[src/rtl/rtc_pkg.sv]
// Shared state encoding and constants for the RTC access controller.
// Pure declarations: no latency, no flow control.
package rtc_pkg;

    typedef enum logic [1:0] {
        ST_IDLE  = 2'd0,
        ST_READ  = 2'd1,
        ST_WRITE = 2'd2
    } state_e;

    localparam int         NBYTES        = 6;
    localparam logic [2:0] LAST_IDX      = 3'(NBYTES - 1);
    localparam logic [7:0] DEF_BASE_ADDR = 8'h21;

    function automatic logic [7:0] byte_of(input logic [8*NBYTES-1:0] word,
                                           input logic [2:0]          idx);
        return word[{idx, 3'b000} +: 8];
    endfunction

endpackage

[src/rtl/rtc_tick_gen.sv]
// Free-running period counter; tick is high during the last cycle of each period.
// Combinational tick output, never stalls.
module rtc_tick_gen #(
    parameter int TICK_CYC = 1_000_000
) (
    input  logic clk,
    input  logic clr,
    output logic tick
);

    localparam int            CW   = (TICK_CYC > 1) ? $clog2(TICK_CYC) : 1;
    localparam logic [CW-1:0] LAST = CW'(TICK_CYC - 1);

    logic [CW-1:0] cnt_q;
    logic [CW-1:0] cnt_d;

    assign tick  = (cnt_q == LAST);
    assign cnt_d = tick ? '0 : cnt_q + 1'b1;

    always_ff @(posedge clk) begin
        if (clr) begin
            cnt_q <= '0;
        end else begin
            cnt_q <= cnt_d;
        end
    end

endmodule

[src/rtl/rtc_access_ctrl.sv]
// Serialises 6-byte RTC reads (periodic or forced after a write) and user writes onto a byte bus.
// One request per byte, held until bus_done; one idle cycle between bytes; never preempts a transfer.
module rtc_access_ctrl
    import rtc_pkg::*;
#(
    parameter int         TICK_CYC  = 1_000_000,
    parameter logic [7:0] BASE_ADDR = DEF_BASE_ADDR
) (
    input  logic        clk,
    input  logic        clr,
    input  logic        wr_go,
    input  logic [47:0] dato_user,
    input  logic        bus_done,
    input  logic [7:0]  bus_rdata,
    output logic        bus_req,
    output logic        bus_wr,
    output logic [7:0]  bus_addr,
    output logic [7:0]  bus_wdata,
    output logic [47:0] dato_rtc,
    output logic        dato_valid,
    output logic        busy
);

    state_e      state_q;
    logic [2:0]  idx_q;
    logic        wr_pend_q;
    logic        rd_pend_q;
    logic [47:0] wr_shadow_q;
    logic [47:0] rd_shadow_q;
    logic [47:0] dato_rtc_q;
    logic        dato_valid_q;
    logic        bus_req_q;
    logic        bus_wr_q;
    logic [7:0]  bus_addr_q;
    logic [7:0]  bus_wdata_q;

    logic        tick;
    logic        wr_accept;
    logic        xfer_done;
    logic        last_byte;
    logic        is_write;

    rtc_tick_gen #(
        .TICK_CYC (TICK_CYC)
    ) u_tick_gen (
        .clk  (clk),
        .clr  (clr),
        .tick (tick)
    );

    // The write shadow must not change under an in-flight write, so wr_go is dropped then too.
    assign wr_accept = wr_go && !wr_pend_q && (state_q != ST_WRITE);
    assign xfer_done = bus_req_q && bus_done;
    assign last_byte = (idx_q == LAST_IDX);
    assign is_write  = (state_q == ST_WRITE);

    always_ff @(posedge clk) begin
        if (clr) begin
            state_q      <= ST_IDLE;
            idx_q        <= '0;
            wr_pend_q    <= 1'b0;
            rd_pend_q    <= 1'b0;
            wr_shadow_q  <= '0;
            rd_shadow_q  <= '0;
            dato_rtc_q   <= '0;
            dato_valid_q <= 1'b0;
            bus_req_q    <= 1'b0;
            bus_wr_q     <= 1'b0;
            bus_addr_q   <= '0;
            bus_wdata_q  <= '0;
        end else begin
            dato_valid_q <= 1'b0;
            if (wr_accept) begin
                wr_pend_q   <= 1'b1;
                wr_shadow_q <= dato_user;
            end
            if (tick) begin
                rd_pend_q <= 1'b1;
            end

            case (state_q)
                ST_IDLE: begin
                    idx_q <= '0;
                    // A tick landing on the read-start cycle merges into that read.
                    if (wr_pend_q) begin
                        state_q   <= ST_WRITE;
                        wr_pend_q <= 1'b0;
                    end else if (rd_pend_q) begin
                        state_q   <= ST_READ;
                        rd_pend_q <= 1'b0;
                    end
                end
                ST_READ, ST_WRITE: begin
                    if (xfer_done) begin
                        bus_req_q <= 1'b0;
                        if (!is_write) begin
                            rd_shadow_q[{idx_q, 3'b000} +: 8] <= bus_rdata;
                        end
                        if (last_byte) begin
                            state_q <= ST_IDLE;
                            idx_q   <= '0;
                            if (is_write) begin
                                rd_pend_q <= 1'b1;
                            end else begin
                                dato_rtc_q   <= {bus_rdata, rd_shadow_q[39:0]};
                                dato_valid_q <= 1'b1;
                            end
                        end else begin
                            idx_q <= idx_q + 3'd1;
                        end
                    end else if (!bus_req_q) begin
                        bus_req_q   <= 1'b1;
                        bus_wr_q    <= is_write;
                        bus_addr_q  <= BASE_ADDR + {5'b00000, idx_q};
                        bus_wdata_q <= is_write ? byte_of(wr_shadow_q, idx_q) : 8'h00;
                    end
                end
                default: begin
                    state_q <= ST_IDLE;
                end
            endcase
        end
    end

    assign bus_req    = bus_req_q;
    assign bus_wr     = bus_wr_q;
    assign bus_addr   = bus_addr_q;
    assign bus_wdata  = bus_wdata_q;
    assign dato_rtc   = dato_rtc_q;
    assign dato_valid = dato_valid_q;
    assign busy       = (state_q != ST_IDLE);

endmodule

[config.mk]
export PLATFORM = sky130hd
export DESIGN_NAME = rtc_access_ctrl
export DESIGN_NICKNAME = d
export VERILOG_FILES = /design/src/rtl/rtc_pkg.sv /design/src/rtl/rtc_tick_gen.sv /design/src/rtl/rtc_access_ctrl.sv
export SDC_FILE = /design/constraint.sdc
export NUM_CORES = 1
export LEC_CHECK = 0
export ABC_AREA = 1
export CORE_MARGIN = 1
export CORE_UTILIZATION = 45
export CTS_CLUSTER_SIZE = 20
export DETAILED_ROUTE_END_ITERATION = 8
export DONT_BUFFER_PORTS = 1
export HOLD_SLACK_MARGIN = 0.15
export PLACE_DENSITY = 0.6
export SETUP_SLACK_MARGIN = 0.4
export SLEW_MARGIN = 20
export SYNTH_ARGS = -nofsm -noshare
export SYNTH_HDL_FRONTEND = slang
export SYNTH_SLANG_ARGS = --single-unit
export TNS_END_PERCENT = 20
[constraint.sdc]
create_clock -name clk -period 2.18 [get_ports clk]
set_clock_uncertainty 0.05 [all_clocks]
set_input_delay 0.436 -clock clk [delete_from_list [all_inputs] [get_ports clk]]
set_output_delay 0.436 -clock clk [all_outputs]
set_load 0.03 [all_outputs]
==> flow_summary.yaml, run 1 <==
final_layout:
  diodes: 0
  ff_latch_area_um2: 3590
  layout-drive-gt1-share_pct: 10.3
  fillers: 1510
  nNetsFinal: 1043
  multi_input_area_um2: 3050
  area_growth_pct: 18.3
synth:
  seq_area_frac_synth_pct: 50.1
  ys_ff_latch: 179
  synth_top_area_share_pct: 50.1
  ys_warn_count: 0
  synth_ff_type: "dfxtp_1"
  ys_types: 34
  yosysMostFrequentCell: "dfxtp_1"
  syn_avg_cell_area_um2: 7.54
  synth-edff-count: 0
  synth_cells: 949
  yosys-top-cells-area: "dfxtp_1 50%, o21ai_0 10%, nor2_1 7.8%"
  ys_async_sr_fraction_pct: 0
  synth_area_um2: 7160
  synth_commonest_cells: "179 x dfxtp_1, 148 x nor2_1, 145 x o21ai_0"
  yosysTopAreaCell: "dfxtp_1"
pwr:
  combPwrFrac_pct: 21.7
  power_switching_mw: 2.88
  p_leak_nw: 3.48
  powerDensity_nw_per_um2: 1010
  peakVddDrop_v: 0.000556
  p_seq_share_pct: 43.7
  intPower_mw: 5.68
  clock_power_share_pct: 34.6
  p_sw_share_pct: 33.7
  total_power_mw: 8.56
clocking:
  cts_tree: "done"
  clock_latency_ps: 430
  cts_max_level: 4
  cts-root-buf: "clkbuf_16"
  cts_sinks: 179
  clk_path_buf_depth: 2
  numCtsBuffers: 17
  clk_pin_slew_ps: 70
sta:
  period_share_pct: 79.3
  fin_ws_ps: 452
  finalHoldViolCount: 0
  setup_tns_ps: 0
  drv_slew: 0
  max_slew_margin_pct: 31.1
  period_needed_ps: 1730
  setup_viol: 0
  tightest_slew_ps: 1030
  max_freq_mhz: 579
  rsz0062_at_grt: "true"
worst_setup_path:
  rrSetupSlack_ps: 450
  worst_path_largest_cell_delay_ps: 360
  cp.arrival_ps: 2000
  startpoint: "idx_q[0]"
  path_class: "reg -> reg"
  cpMostUsedCell: "inv_2"
  cp-end-kind: "register"
  timing.rr.start: "idx_q[0]"
  crit_chain: "inv_2 > ha_2 > ha_4 > inv_2 > nor3_2 > nand2_4 > o21ai_0 > a21oi_1"
  critPathRequiredTime_ps: 2450
  startpoint_type: "register"
  critPathTopFamily: "adder cells"
  worst_path_max_delay_cell: "dfxtp_2"
  crit_fanout: 16
  path_buf_inv: 2
die:
  die_height_um: 128
  die_w_um: 128
  dieArea_um2: 16400
  start_util_pct: 46.6
  core-area_um2: 15400
  pin_count: 128
  fp-row-count: 45
hold_path:
  min_path_type: "in -> reg"
  hp-start: "dato_user[37]"
placed_design:
  gp_congestion: 0.810
  post-place-ws_ps: 216
  place_hpwl_mm: 11.4
  io_buffers: 0
route:
  vias_per_cell: 5.08
  drc: 0
  num_vias: 6095
  drt_iter0_markers: 366
  avgRoutedWirePerCell_um: 15.0
  detail-route-antenna-nets: 0
  wl_mm: 18.0
  drtPass1Iterations: 5
global_route:
  grt_antenna_before_repair: 0
  grt_pass1_wl_mm: 28.0
  overflow: 0
  grt_usage_pct: 21.9
  grt_pass1_vias: 5514
  grt_max_degree: 94
status:
  status: "finished clean"
job:
  cap_viol_max_count: 0
-- metal layers --
metal  share of wire, %  global-route usage (%)  vias up
li1                   -                       -     3140
met1                 47                    29.8     2782
met2                 44                    32.3      153
met3                7.6                    7.35       20
met4                1.2                    7.27        0
met5                  0                       0        -
-- sequential cells by signal, indices dropped and copies added (netlist names) --
signal and cells:
dato_rtc 48, wr_shadow_q 48, rd_shadow_q 40, u_tick_gen.cnt_q 20, bus_wdata 8, bus_addr 5, idx_q 3, state_q 2
bus_req 1, bus_wr 1, dato_valid 1, rd_pend_q 1, wr_pend_q 1
-- worst reg2reg max path, cell delays in order, from the launching register on --
cell and delay (ps):
dfxtp_2 360, inv_2 50, ha_2 190, ha_4 280, inv_2 50, nor3_2 210, nand2_4 150, o21ai_0 220
a21oi_1 60
-- power by group through the flow --
stage / logic (mW) / clock network, mW / registers [mW]
after floorplan: 1.26 / 0 / 3.80
after global placement: 1.66 / 0 / 3.81
after detailed placement: 1.67 / 0 / 3.81
after CTS: 1.77 / 3.01 / 3.74
after global routing: 2.07 / 3.15 / 3.77
final: 1.85 / 2.96 / 3.74
-- path summary, 6_finish.rpt --
check                                      endpoint  cells past startpoint
worst max-delay path                rd_shadow_q[15]                      8
worst min register to register  u_tick_gen.cnt_q[0]                      1
worst min-delay path                wr_shadow_q[37]                      2
worst max register to register      rd_shadow_q[15]                      8
-- final cells by class --
class                      count  area share [%]
inverter                      99            4.57
timing repair buffer          57            7.29
tap                          211            3.12
multi-input combinational    621            36.0
sequential                   179            42.4
clock buffer                  17            5.03
clock inverter                15            1.63
-- per-stage QoR --
| stage | std cells | utilization (%) | hold slack [ps] | area [um2] |
|---|---|---|---|---|
| 2_1_floorplan | 951 | - | 368 | 7210 |
| 5_1_grt | 1199 | 55.1 | 155 | 8470 |
| 4_1_cts | 1189 | 53.7 | 150 | 8260 |
| 3_5_place_dp | 1128 | 48.1 | 392 | 7390 |
| 6_report | 1199 | 55.1 | 147 | 8470 |
| 3_3_place_gp | 1128 | 48.1 | 383 | 7390 |
-- layout by cell type, fill, tap and decap left out, drive strengths merged --
master / instances
a211oi: 6
a21oi: 104
a32oi: 1
buf: 25
clkbuf: 20
clkinv: 5
clkinvlp: 3
conb: 3
dfxtp: 179
dlygate4sd3: 29
ha: 8
inv: 106
nand2: 133
nand3: 29
nand3b: 1
nand4: 7
nor2: 150
nor3: 9
o211a: 1
o211ai: 8
o21ai: 146
o21bai: 2
or2: 5
xnor2: 4
xor2: 4
-- logic make-up (layout without fill, tap and decap cells) --
logic type      after synthesis  in the layout  share of synthesized area (%)
fa+ha+maj                     8              8                           1.40
compound gates              268            268                           19.4
buf+inv                     151            188                           8.53
other cells                   1              3                         0.0524
xor+xnor                      8              8                          0.979
flops                       179            179                           50.1
simple gates                334            334                           19.5
-- repair_timing --
item / in CTS / in global routing
hold buffers: 29 / 0
endpoints found under the hold margin: 83 / 0
gates resized for setup: 5 / 32
endpoints found under the setup margin: 121 / 133
cloned: 0 / 5
pin swaps: 1 / 4
setup buffers: 0 / 5
Note: power is estimated with default switching activity, not from simulation.
==> run 2, diff against run 1 <==
==> constraint.sdc (replaced) <==
create_clock -name clk -period 1.57 [get_ports clk]
set_clock_uncertainty 0.05 [all_clocks]
set_input_delay 0.314 -clock clk [delete_from_list [all_inputs] [get_ports clk]]
set_output_delay 0.314 -clock clk [all_outputs]
set_load 0.03 [all_outputs]
==> flow_summary.yaml, run 2 (synthesis gave the netlist of run 1 again) <==
sta:
  drv_slew: 0
  setup_viol: 65
  finalHoldViolCount: 0
  max_freq_mhz: 595
  period_needed_ps: 1680
  rsz0062_at_grt: "true"
  fin_ws_ps: -111
  period_share_pct: 107
worst_setup_path:
  startpoint: "idx_q[0]"
  rrSetupSlack_ps: -110
  timing.rr.start: "idx_q[0]"
  critPathRequiredTime_ps: 1870
  rr_worst_depth: 8
  cp.arrival_ps: 1980
  cp-end-kind: "register"
  crit_fanout: 7
  cp-endpoint: "rd_shadow_q[25]"
  r2r_end: "rd_shadow_q[25]"
  path_class: "reg -> reg"
  startpoint_type: "register"
die:
  die_w_um: 128
  core-area_um2: 15400
  dieArea_um2: 16400
  pin_count: 128
  die_height_um: 128
  start_util_pct: 46.6
  fp-row-count: 45
route:
  wl_mm: 20.4
  drc: 0
  drt_iter0_markers: 338
  num_vias: 6527
  vias_per_cell: 5.11
  avgRoutedWirePerCell_um: 16.0
  drtPass1Iterations: 5
  detail-route-antenna-nets: 0
global_route:
  grt_pass1_wl_mm: 31.2
  overflow: 0
  grt_usage_pct: 24.7
  grt_pass1_vias: 6183
  grt_antenna_before_repair: 0
  grt_max_degree: 44
final_layout:
  final_common_cell: "dfxtp_1"
  final_util_pct: 65.0
  area_growth_pct: 39.7
  fillers: 1269
  final_area_um2: 9990
  diodes: 0
  layout-drive-gt1-share_pct: 24.9
  mostFrequentLayoutCells: "131 x dfxtp_1, 128 x nor2_1, 124 x nand2_1"
  nNetsFinal: 1121
clocking:
  clk_pin_slew_ps: 70
  cts_tree: "done"
  numCtsBuffers: 17
  clk_path_buf_depth: 2
  clock_latency_ps: 430
  cts-root-buf: "clkbuf_16"
  cts_sinks: 179
  cts_max_level: 4
placed_design:
  io_buffers: 0
  place_area_um2: 7730
  gp_congestion: 0.830
  place_hpwl_mm: 11.9
hold_path:
  min_path_type: "in -> reg"
job:
  cap_viol_max_count: 0
pwr:
  powerDensity_nw_per_um2: 1320
  peakVddDrop_v: 0.000936
  p_leak_nw: 4.06
status:
  violations: "negative setup slack"
  status: "finished with violations"
-- run 2: cell types whose count changed in the layout (fill, tap and decap cells not counted), sizes merged --
| cell | previous run | this run |
|---|---|---|
| clkbuf | 20 | 23 |
| clkinv | 5 | 3 |
| nand2 | 133 | 135 |
| bufinv | 0 | 2 |
| buf | 25 | 72 |
| inv | 106 | 103 |
| dlygate4sd3 | 29 | 58 |
-- run 2: repair_timing --
action | 4_1_cts | 5_1_grt
setup buffers | 13 | 2
pin swaps | 23 | 32
setup endpoints to repair | 244 | 244
hold endpoints to repair | 114 | 27
gates resized for setup | 217 | 97
gates cloned | 8 | 4
hold buffers | 56 | 3
-- run 2: worst min path at each step --
stage	to	startpoint	cells after the start
5_1_grt	state_q[0]	bus_done	5
3_5_place_dp	rd_pend_q	clr	1
3_3_place_gp	wr_pend_q	clr	1
4_1_cts	bus_wdata[7]	clr	1
2_1_floorplan	rd_shadow_q[14]	clr	1
6_report	state_q[0]	bus_done	5
-- run 2: worst max-delay path, stage by stage, from the launching register on --
cell and delay, ps:
dfxtp_4 370, inv_4 40, ha_4 150, ha_4 290
inv_6 50, nor3_4 230, buf_6 150, nand2_8 70
a211oi_2 210
-- run 2: power by group --
group	internal, mW	switching [mW]	total [mW]
sequential	4.89	0.320	5.21
combinational	1.57	2.13	3.70
clock	2.42	1.85	4.28
-- run 2: routing by layer --
layer	GRT usage [%]	vias to the layer above	share of wire, %
li1	-	3305	-
met3	6.51	38	5.6
met2	41.5	188	49
met1	29.7	2996	43
met4	11.2	0	2.5
met5	0	-	0
-- run 2: through the flow --
stage	total power [mW]	hold WS [ps]	TNS (ps)	worst slack, ps	instances
detailed placement	7.96	347	-9850	-169	1159
CTS	13.0	-113	-3030	-81.8	1268
finish	13.2	236	-3190	-111	1277
floorplan	7.06	342	-6450	-172	951
global route	13.8	260	-10050	-173	1277
global placement	7.93	345	-4840	-131	1159
-- run 2: final cells by class --
class                      instances  area (um2)  share of cell area [%]
tap                              211         264                    2.64
multi-input combinational        623        3410                    34.1
sequential                       179        3740                    37.4
inverter                          99         414                    4.14
timing repair buffer             133        1580                    15.8
clock inverter                    12         144                    1.44
clock buffer                      20         447                    4.47
